--- src/rtl/fetch_unit_pkg.sv ---
// Shared definitions for the fetch stage and the decoder that consumes its words.
package fetch_unit_pkg;

    // Fetch control states: FETCH assembles bytes, HOLD presents a finished word.
    typedef enum logic {
        FETCH = 1'b0,
        HOLD  = 1'b1
    } fetch_state_e;

    localparam int ADDR_W_DEF      = 8;
    localparam int INSTR_BYTES_DEF = 4;
    localparam int BOOT_PC_DEF     = 0;

    // Bit width of an instruction built from nbytes bytes.
    function automatic int instr_width(input int nbytes);
        return 8 * nbytes;
    endfunction

    localparam int INSTR_W = instr_width(INSTR_BYTES_DEF);

endpackage

--- src/rtl/fetch_byte_assembler.sv ---
// Collects bytes into numbered slots and presents them as one little-endian word.
// Slot i drives bits [8i+7:8i]; usable for instruction fetch or multi-byte loads.
module fetch_byte_assembler
    import fetch_unit_pkg::*;
#(
    parameter int NBYTES = INSTR_BYTES_DEF,
    parameter int IDX_W  = 2
) (
    input  logic                  clk,
    input  logic                  reset_n,
    input  logic                  we,
    input  logic [IDX_W-1:0]      idx,
    input  logic [7:0]            byte_in,
    output logic [8*NBYTES-1:0]   word
);

    generate
        for (genvar gi = 0; gi < NBYTES; gi++) begin : g_slot
            logic [7:0] slot_q;

            // Capture the incoming byte when this slot is addressed; clear on reset.
            always_ff @(posedge clk) begin
                if (!reset_n) begin
                    slot_q <= 8'h00;
                end else if (we && (idx == IDX_W'(gi))) begin
                    slot_q <= byte_in;
                end
            end

            assign word[8*gi +: 8] = slot_q;
        end
    endgenerate

endmodule

--- src/rtl/fetch_unit.sv ---
// Instruction fetch stage: walks a byte address through the RAM/boot-ROM mux,
// assembles INSTR_BYTES bytes into a word, and hands it to the decoder with a
// valid/ready handshake. Jumps redirect fetch and select RAM or ROM.
module fetch_unit
    import fetch_unit_pkg::*;
#(
    parameter int ADDR_W      = ADDR_W_DEF,
    parameter int INSTR_BYTES = INSTR_BYTES_DEF,
    parameter int BOOT_PC     = BOOT_PC_DEF
) (
    input  logic                     clk,
    input  logic                     reset_n,
    output logic [ADDR_W-1:0]        mem_address,
    output logic                     mem_read_from_ram,
    input  logic [7:0]               mem_data,
    output logic [8*INSTR_BYTES-1:0] instr,
    output logic [ADDR_W-1:0]        instr_pc,
    output logic                     instr_valid,
    input  logic                     instr_ready,
    input  logic                     jump_valid,
    input  logic [ADDR_W-1:0]        jump_addr,
    input  logic                     jump_to_ram
);

    localparam int IDX_W = (INSTR_BYTES > 1) ? $clog2(INSTR_BYTES) : 1;
    localparam logic [IDX_W-1:0] LAST_IDX = IDX_W'(INSTR_BYTES - 1);

    fetch_state_e      state_q;
    logic [ADDR_W-1:0] pc_q;
    logic [IDX_W-1:0]  idx_q;
    logic              ram_sel_q;
    logic              valid_q;

    logic [ADDR_W-1:0] pc_step_d;
    logic [IDX_W-1:0]  idx_inc_d;
    logic              byte_we;

    // Next-PC and next-index arithmetic; PC wraps modulo 2^ADDR_W.
    always_comb begin
        pc_step_d = pc_q + ADDR_W'(INSTR_BYTES);
        idx_inc_d = idx_q + IDX_W'(1);
    end

    // Byte slots are only written while fetching; a jump cycle's byte is dropped.
    assign byte_we = (state_q == FETCH) && reset_n && !jump_valid;

    // Fetch/hold sequencer with jump redirect; reset, then jump, take priority.
    always_ff @(posedge clk) begin
        if (!reset_n) begin
            state_q   <= FETCH;
            pc_q      <= ADDR_W'(BOOT_PC);
            idx_q     <= '0;
            ram_sel_q <= 1'b0;
            valid_q   <= 1'b0;
        end else if (jump_valid) begin
            // A held word accepted this same cycle is owned by the decoder;
            // the jump still decides where fetch resumes.
            state_q   <= FETCH;
            pc_q      <= jump_addr;
            idx_q     <= '0;
            ram_sel_q <= jump_to_ram;
            valid_q   <= 1'b0;
        end else begin
            case (state_q)
                FETCH: begin
                    if (idx_q == LAST_IDX) begin
                        idx_q   <= '0;
                        state_q <= HOLD;
                        valid_q <= 1'b1;
                    end else begin
                        idx_q <= idx_inc_d;
                    end
                end
                HOLD: begin
                    if (valid_q && instr_ready) begin
                        pc_q    <= pc_step_d;
                        valid_q <= 1'b0;
                        state_q <= FETCH;
                    end
                end
                default: begin
                    state_q <= FETCH;
                end
            endcase
        end
    end

    assign mem_address       = pc_q + ADDR_W'(idx_q);
    assign mem_read_from_ram = ram_sel_q;
    assign instr_pc          = pc_q;
    assign instr_valid       = valid_q;

    fetch_byte_assembler #(
        .NBYTES (INSTR_BYTES),
        .IDX_W  (IDX_W)
    ) u_asm (
        .clk     (clk),
        .reset_n (reset_n),
        .we      (byte_we),
        .idx     (idx_q),
        .byte_in (mem_data),
        .word    (instr)
    );

endmodule

--- config.mk ---
export PLATFORM = sky130hd
export DESIGN_NAME = fetch_unit
export DESIGN_NICKNAME = d
export VERILOG_FILES = /design/src/rtl/fetch_unit_pkg.sv /design/src/rtl/fetch_byte_assembler.sv /design/src/rtl/fetch_unit.sv
export SDC_FILE = /design/constraint.sdc
export NUM_CORES = 1
export LEC_CHECK = 0
export ABC_CLOCK_PERIOD_IN_PS = 2300
export CAP_MARGIN = 0
export CORE_ASPECT_RATIO = 0.5
export CORE_MARGIN = 3
export CORE_UTILIZATION = 30
export CTS_CLUSTER_SIZE = 40
export DETAILED_ROUTE_END_ITERATION = 8
export HOLD_SLACK_MARGIN = 0.03
export PLACE_DENSITY_LB_ADDON = 0.08
export SYNTH_ARGS = -nofsm -noshare
export SYNTH_HDL_FRONTEND = slang
export SYNTH_HIERARCHICAL = 1
export SYNTH_SLANG_ARGS = --single-unit
--- constraint.sdc ---
create_clock -name clk -period 2.3 [get_ports clk]
set_input_delay 0.575 -clock clk [delete_from_list [all_inputs] [get_ports clk]]
set_output_delay 0.575 -clock clk [all_outputs]
set_load 0.005 [all_outputs]
Word level (Yosys, flattened, before mapping)
Cells that the tools add are included.
{ "word_totals": {"output_inout_bits": 50, "register_bits": 45, "in_bits": 21, "word_cells": 43} }
{ "classes": {"muxes": 10, "bitwise_logic": 2, "n_eq_ne": 5, "n_reduce_logical": 14, "n_addsub": 3} }
{ "op_table": {"columns": ["cell", "count"], "rows": [
  ["$mux W8", 3],
  ["$add A8 B2 Y8", 1],
  ["$add A8 B3 Y8 const B", 1],
  ["$logic_and A1 B1 Y1", 7],
  ["$eq A2 B2 Y1 const B", 2],
  ["$mux W1", 4],
  ["$ne A2 B1 Y1 const B", 2],
  ["$pmux W1 S2", 2],
  ["$reduce_and A2 Y1", 2],
  ["$reduce_bool A2 Y1", 2],
  ["$add A2 B1 Y2 const B", 1],
  ["$eq A2 B1 Y1 const B", 1],
  ["$logic_not A2 Y1", 1],
  ["$mux W2", 1],
  ["$not A1 Y1", 2],
  ["$reduce_or A2 Y1", 1],
  ["$logic_not A1 Y1", 1]
]} }

Longest topological paths before layout
Gate-level depths: netlist (run 1).
{ "logic_depth": {"word_depth": 4, "ltp_mapped": 6, "ltp_nobuf": 6} }

By module
The synthesis (run 1) kept the hierarchy.
{ "modules_own_cells": {"columns": ["mod", "cells_each", "seq_area_each_um2", "area_each_um2", "n_inst"], "rows": [
  ["fetch_byte_assembler", 115, 640.6, 1177.4, 1],
  ["fetch_unit", 83, 260.2, 725.7, 1]
]} }

Worst setup path before layout (run 1)
OpenSTA, ideal clock, no wires.
{ "synth_path": {"kind": "register -> output", "startpoint": "register idx_q[0]", "endpoint": "output port mem_address[6]", "path_slack_ns": 0.090, "t_arrival_ns": 1.635, "path_buffers": 0, "path_stages_with_launch": 7, "required_time_ns": 1.725, "cell_sequence": "dfxtp_1 ha_1 inv_1 fa_1 nand2b_1 or2_2 xnor2_1"} }
{ "synth_between": {"elab_chain_len": 1} }
{ "synth_rtl": {"columns": ["element", "line", "rtl"], "rows": [
  ["from (decl)", "fetch_unit.sv:30", "logic [IDX_W-1:0] idx_q;"],
  ["from (signal assigned)", "fetch_unit.sv:71", "idx_q <= idx_inc_d;"],
  ["$add A8 B2 Y8", "fetch_unit.sv:88", "assign mem_address = pc_q + ADDR_W'(idx_q);"],
  ["to (decl)", "fetch_unit.sv:13", "output logic [ADDR_W-1:0] mem_address,"]
]} }
Every way passes these cells.

Final worst setup path (run 1)
Same ends and word-level chain as after synthesis.

==> results of run 1 <==
[flip-flops by register name, indices dropped and copies added (netlist names)]
name,count
u_asm/g_slot.slot_q,32
mem_read_from_ram,1
state_q,1
instr_valid,1
instr_pc,8
idx_q,2
[worst paths after layout]
check,start,end,slack [ns]
max,idx_q[0]$_SDFFE_PP0N_,mem_address[6],-0.05
min,u_asm/g_slot[3].slot_q[4]$_SDFFE_PN0P_,u_asm/g_slot[3].slot_q[4]$_SDFFE_PN0P_,0.46
max reg2reg,state_q$_SDFF_PP0_,instr_pc[7]$_SDFFE_PN0P_,0.88
min reg2reg,u_asm/g_slot[3].slot_q[4]$_SDFFE_PN0P_,u_asm/g_slot[3].slot_q[4]$_SDFFE_PN0P_,0.46
[synth_stat cells]
master     n
nand3b_1   1
inv_1      5
a21oi_1    6
and3b_1    1
o31ai_1    1
buf_4      1
clkbuf_1   5
mux2i_1   37
nand2_1   42
buf_2      2
or3_1      2
a31oi_1    3
nor2_1     6
nand3_2    1
nand3_1    4
fa_1       1
nand2b_1   1
nand4_1    1
nand2_2    1
nor3b_1    1
o21ai_0    8
nor3_1     2
buf_6      1
nor2b_1    5
xnor2_1    3
xor2_1     5
or4_1      1
or2_2      1
dfxtp_1   45
ha_1       4
or3b_1     1
[worst max-delay path, stage by stage (launching register included)]
cell and delay (ns):
dfxtp_2 0.35, ha_4 0.14, inv_2 0.03, fa_2 0.33
nand2b_4 0.15, or2_4 0.23, xnor2_1 0.13, buf_2 0.13
[kinds of logic (layout without fill, tap and decap cells)]
kind of cell	count (synthesis)	after routing	share of synthesized area, %
XOR/XNOR	8	8	3.68
multiplexers	37	37	19.5
adder cells (fa/ha/maj)	5	5	3.68
flip-flops	45	45	47.3
AO/OA/AOI/OAI	18	18	5.06
buffers and inverters	14	102	3.48
AND/OR/NAND/NOR	71	71	17.3
[area by class of cell]
class,instances,area (sq um),share of cell area [%]
multi-input cells,139,990,33.1
flip-flops and latches,45,903,30.2
repair buffers,90,836,27.9
clock buffers,5,125,4.18
well taps,84,105,3.51
inverters,5,18.8,0.627
clock inverters,2,16.3,0.543
[power breakdown]
group	internal, mW	leakage (nW)	total, mW	switching, mW
Clock	0.398	0.0659	0.690	0.292
Combinational	0.130	0.846	0.220	0.0902
Sequential	0.803	0.367	0.820	0.0169
Total	1.33	1.28	1.73	0.399
[routing by layer]
metal  track usage (%)  vias to the layer above  share of wire (%)
li1                  -                      846                  -
met3              5.98                        8                7.4
met5                 0                        -                  0
met1              15.4                      749                 46
met4              4.76                        0                1.3
met2              22.3                       42                 45
[repair_timing]
action / 4_1_cts / 5_1_grt
pin swaps: 4 / 4
buffers inserted: 2 / 0
endpoints found under the setup margin: 7 / 5
gates resized for setup: 27 / 4
hold endpoints to repair: 0 / 0
==> metrics.yaml, run 1 <==
io_pins: 71
fp.dieW_um: 119
power.total_mw: 1.73
clock-sinks: 45
hold_class: "flip-flop to flip-flop"
rsz0062_at_grt: "true"
cts_tree: "yes"
drt-total-wl_um: 4840
synth_top_area_share_pct: 47.3
drv_slew: 0
worst_skew_pair.late_latency_ns: 0.28
cts_buffer_depth: 2
p_leak_nw: 1.28
synth_area_sq_mm: 0.00190
diodes: 0
required_ns: 1.73
crit_path_max_fanout: 2
area_delta_synth_final_pct: 57.3
final_common_cell: "clkdlybuf4s50_1"
nets: 312
drt_first_pass_iters: 4
powerDensity_mw_per_mm2: 578
antenna_found_initial: 0
stdcell_area_sq_mm: 0.00299
syn_nets: 224
cts.root.buffer_cell: "clkbuf_16"
cts_buffers: 5
grt_pass1_wl_um: 7910
final_cell_mix: "clkdlybuf4s50_1 (62), dfxtp_1 (43), nand2_1 (42)"
post-route-period-util_pct: 102
worstMarginPinSlew_ns: 0.466
outcome: "finished with violations"
viasPerCell: 4.45
synth_seq_cells: 45
grt_pass1_vias: 1643
slew_headroom_pct: 68.9
htree_levels: 2
crit_type: "flip-flop to output port"
drive_above_1_share_pct: 15.4
design.core.area_sq_mm: 0.00580
fin_ws_ns: -0.0525
placedCellCount: 361
place_area_sq_mm: 0.00280
whs_path_depth: 2
via_count: 1645
grt_use_total_pct: 13.4
hold_viol: 0
period_needed_ns: 2.35
cp-end-kind: "output port"
grt_max_degree: 50
io_buffers: 70
rows: 19
crit_arrival_ns: 1.78
utilization_pct: 51.6
start_util_pct: 32.8
grt_overflow_total: 0
violations: "negative setup slack"
drtIter0Drc: 51
max_freq_mhz: 425
fin_cells: 370
syn_avg_cell_area_sq_um: 9.61
synth_area_leaders: "dfxtp_1 (47%), mux2i_1 (19%), nand2_1 (8.3%)"
crit_path_start_kind: "flip-flop"
ys_seq_area_share_pct: 47.3
routabilityCongestion: 0.792
postRouteAntennaNets: 0
place_ws_ns: -0.348
hpwlAfterDp_um: 3450
finalSetupTns_ns: -0.0525
die_y_um: 62.3
max-cap-violations: 0
wl_per_cell_um: 13.1
vdd.ir_drop.worst_uv: 256
whs_ns: 0.458
yosysWarningCount: 6
ctsHoldBuffers: 0
synth_cell_types: 31
clk_pin_slew_ns: 0.06
drc: 0
die_area_sq_mm: 0.00739
setup_viol: 1
synthesis.instances: 198
skew_ns: 0.00417
yosysTopAreaCell: "dfxtp_1"
worstRegToRegCells: 3
nFillCells: 561
(Power assumes the default switching activity.)
==> inputs of run 2 (changes only) <==
--- a/config.mk
+++ b/config.mk
@@ -5,7 +5,7 @@
 export SDC_FILE = /design/constraint.sdc
 export NUM_CORES = 1
 export LEC_CHECK = 0
-export ABC_CLOCK_PERIOD_IN_PS = 2300
+export ABC_CLOCK_PERIOD_IN_PS = 1900
 export CAP_MARGIN = 0
 export CORE_ASPECT_RATIO = 0.5
 export CORE_MARGIN = 3
==> constraint.sdc (replaced) <==
create_clock -name clk -period 1.9 [get_ports clk]
set_input_delay 0.475 -clock clk [delete_from_list [all_inputs] [get_ports clk]]
set_output_delay 0.475 -clock clk [all_outputs]
set_load 0.005 [all_outputs]
==> run 2 against run 1 <==
The flow still finishes with violations (negative setup slack). Clock power is 29% higher. Cell area is 5.8% higher. Total power is 26% higher. Flip-flop and latch count stayed put. Hold slack hardly changed. Setup slack worse by 0.28 ns. Register-to-register slack worse by 0.45 ns. Non-clock buffer count is 16 higher. Via count is 2.5% higher. Final cell count is 4.6% higher. Combinational power is 34% higher. Sequential power is 21% higher. Critical path type unchanged.
==> metrics.yaml, run 2 (synthesis results as in run 1) <==
outcome: "finished with violations"
violations: "negative setup slack"
drtIter0Drc: 52
final_common_cell: "clkdlybuf4s50_1"
design.core.area_sq_mm: 0.00580
rsz0062_at_grt: "true"
finalSetupTns_ns: -1.40
rows: 19
worstMarginPinSlew_ns: 0.474
grt_overflow_total: 0
cp-end-kind: "output port"
io_pins: 71
whs_ns: 0.458
placedCellCount: 370
clk_pin_slew_ns: 0.07
whs_path_depth: 2
min_from: "u_asm/g_slot[1].slot_q[5]$_SDFFE_PN0P_"
cts_buffers: 5
crit_arrival_ns: 1.76
nets: 328
drc: 0
grt_pass1_vias: 1746
cp-startpoint: "idx_q[0]$_SDFFE_PP0N_"
hold_viol: 0
powerDensity_mw_per_mm2: 687
largest-register: "u_asm/g_slot.slot_q"
max-cap-violations: 0
htree_levels: 2
max_stage_delay_ns: 0.36
die_area_sq_mm: 0.00739
setup_viol: 7
r2r-end: "u_asm/g_slot[0].slot_q[6]$_SDFFE_PN0P_"
cts_tree: "yes"
reg2reg_from: "idx_q[1]$_SDFFE_PP0N_"
crit_path_start_kind: "flip-flop"
routabilityCongestion: 0.838
critPathBufInv: 2
ff2ff_setup_slack_ns: 0.43
grt_pass1_wl_um: 8540
required_ns: 1.42
cts_buffer_depth: 2
place_ws_ns: -0.476
clock-sinks: 45
wl_per_cell_um: 13.1
crit_path_max_fanout: 2
ctsHoldBuffers: 0
crit_type: "flip-flop to output port"
slew_headroom_pct: 68.4
fin_cells: 387
largest_register_ffs: 32
via_count: 1686
cts.root.buffer_cell: "clkbuf_16"
worstRegToRegCells: 6
post-route-period-util_pct: 118
io_buffers: 70
hpwlAfterDp_um: 3600
p_leak_nw: 1.39
skew_ns: 0.00731
crit_chain: "ha_4 > inv_2 > fa_2 > nand2b_4 > or2_4 > xnor2_2 > buf_2"
drv_slew: 0
crit_path_top_delay_cell: "dfxtp_4"
fp.dieW_um: 119
hold_class: "flip-flop to flip-flop"
start_util_pct: 32.8
drive_above_1_share_pct: 24.1
holdPathEnd: "u_asm/g_slot[1].slot_q[5]$_SDFFE_PN0P_"
viasPerCell: 4.36
fin_ws_ns: -0.336
grt_max_degree: 50
worst_skew_pair.late_latency_ns: 0.28
max_freq_mhz: 447
area_delta_synth_final_pct: 66.4
vdd.ir_drop.worst_uv: 430
die_y_um: 62.3
grt_use_total_pct: 14.0
drt-total-wl_um: 5050
utilization_pct: 54.6
final_cell_mix: "clkdlybuf4s50_1 (62), nand2_1 (42), dfxtp_1 (41)"
diodes: 0
antenna_found_initial: 0
period_needed_ns: 2.24
critical_path.top_delay_family: "adder cells"
drt_first_pass_iters: 3
postRouteAntennaNets: 0
## run 2: worst max path at each step
stage                          end  slack [ns]  cells after the start
finish              mem_address[6]       -0.34                      7
CTS                 mem_address[6]       -0.36                      7
detailed placement  mem_address[6]       -0.48                      7
global placement    mem_address[6]       -0.46                      7
floorplan           mem_address[6]       0.002                      6
global route        mem_address[6]       -0.39                      7
## run 2: power breakdown
group	total, mW	leakage, nW	switching (mW)	internal [mW]
clock network	0.892	0.0735	0.364	0.528
registers	0.991	0.368	0.0187	0.972
logic	0.294	0.948	0.120	0.174
## run 2: routing by layer
metal  share of wire, %  track usage (%)
met2                 45             23.6
met1                 49             17.5
met5                  0                0
met4               0.32             2.16
met3                5.9             5.17
## run 2: through the flow
step	total power, mW	cell area (sq um)
2_1_floorplan	1.12	1930
3_3_place_gp	1.29	2890
3_5_place_dp	1.29	2890
4_1_cts	2.21	3160
5_1_grt	2.28	3170
6_report	2.18	3170
## run 2: tightest hold or removal path, delay by kind of cell (launching register included)
family           cells  cell delay [ns]
flip-flops           1             0.31
multiplexers         1             0.05
AND/OR/NAND/NOR      1             0.05
## run 2: cell type report
class	instances	area (sq um)
tap	84	105
clock inverter	2	16.3
clock buffer	6	139
inverter	5	18.8
multi-input combinational	139	1020
fill	555	2630
timing repair buffer	106	960
sequential	45	908
## run 2: repair_timing
| item | 4_1_cts | 5_1_grt |
|---|---|---|
| buffers inserted | 9 | 1 |
| endpoints found under the setup margin | 8 | 15 |
| pin swaps | 9 | 1 |
| gates resized for setup | 48 | 1 |
| hold endpoints to repair | 0 | 0 |
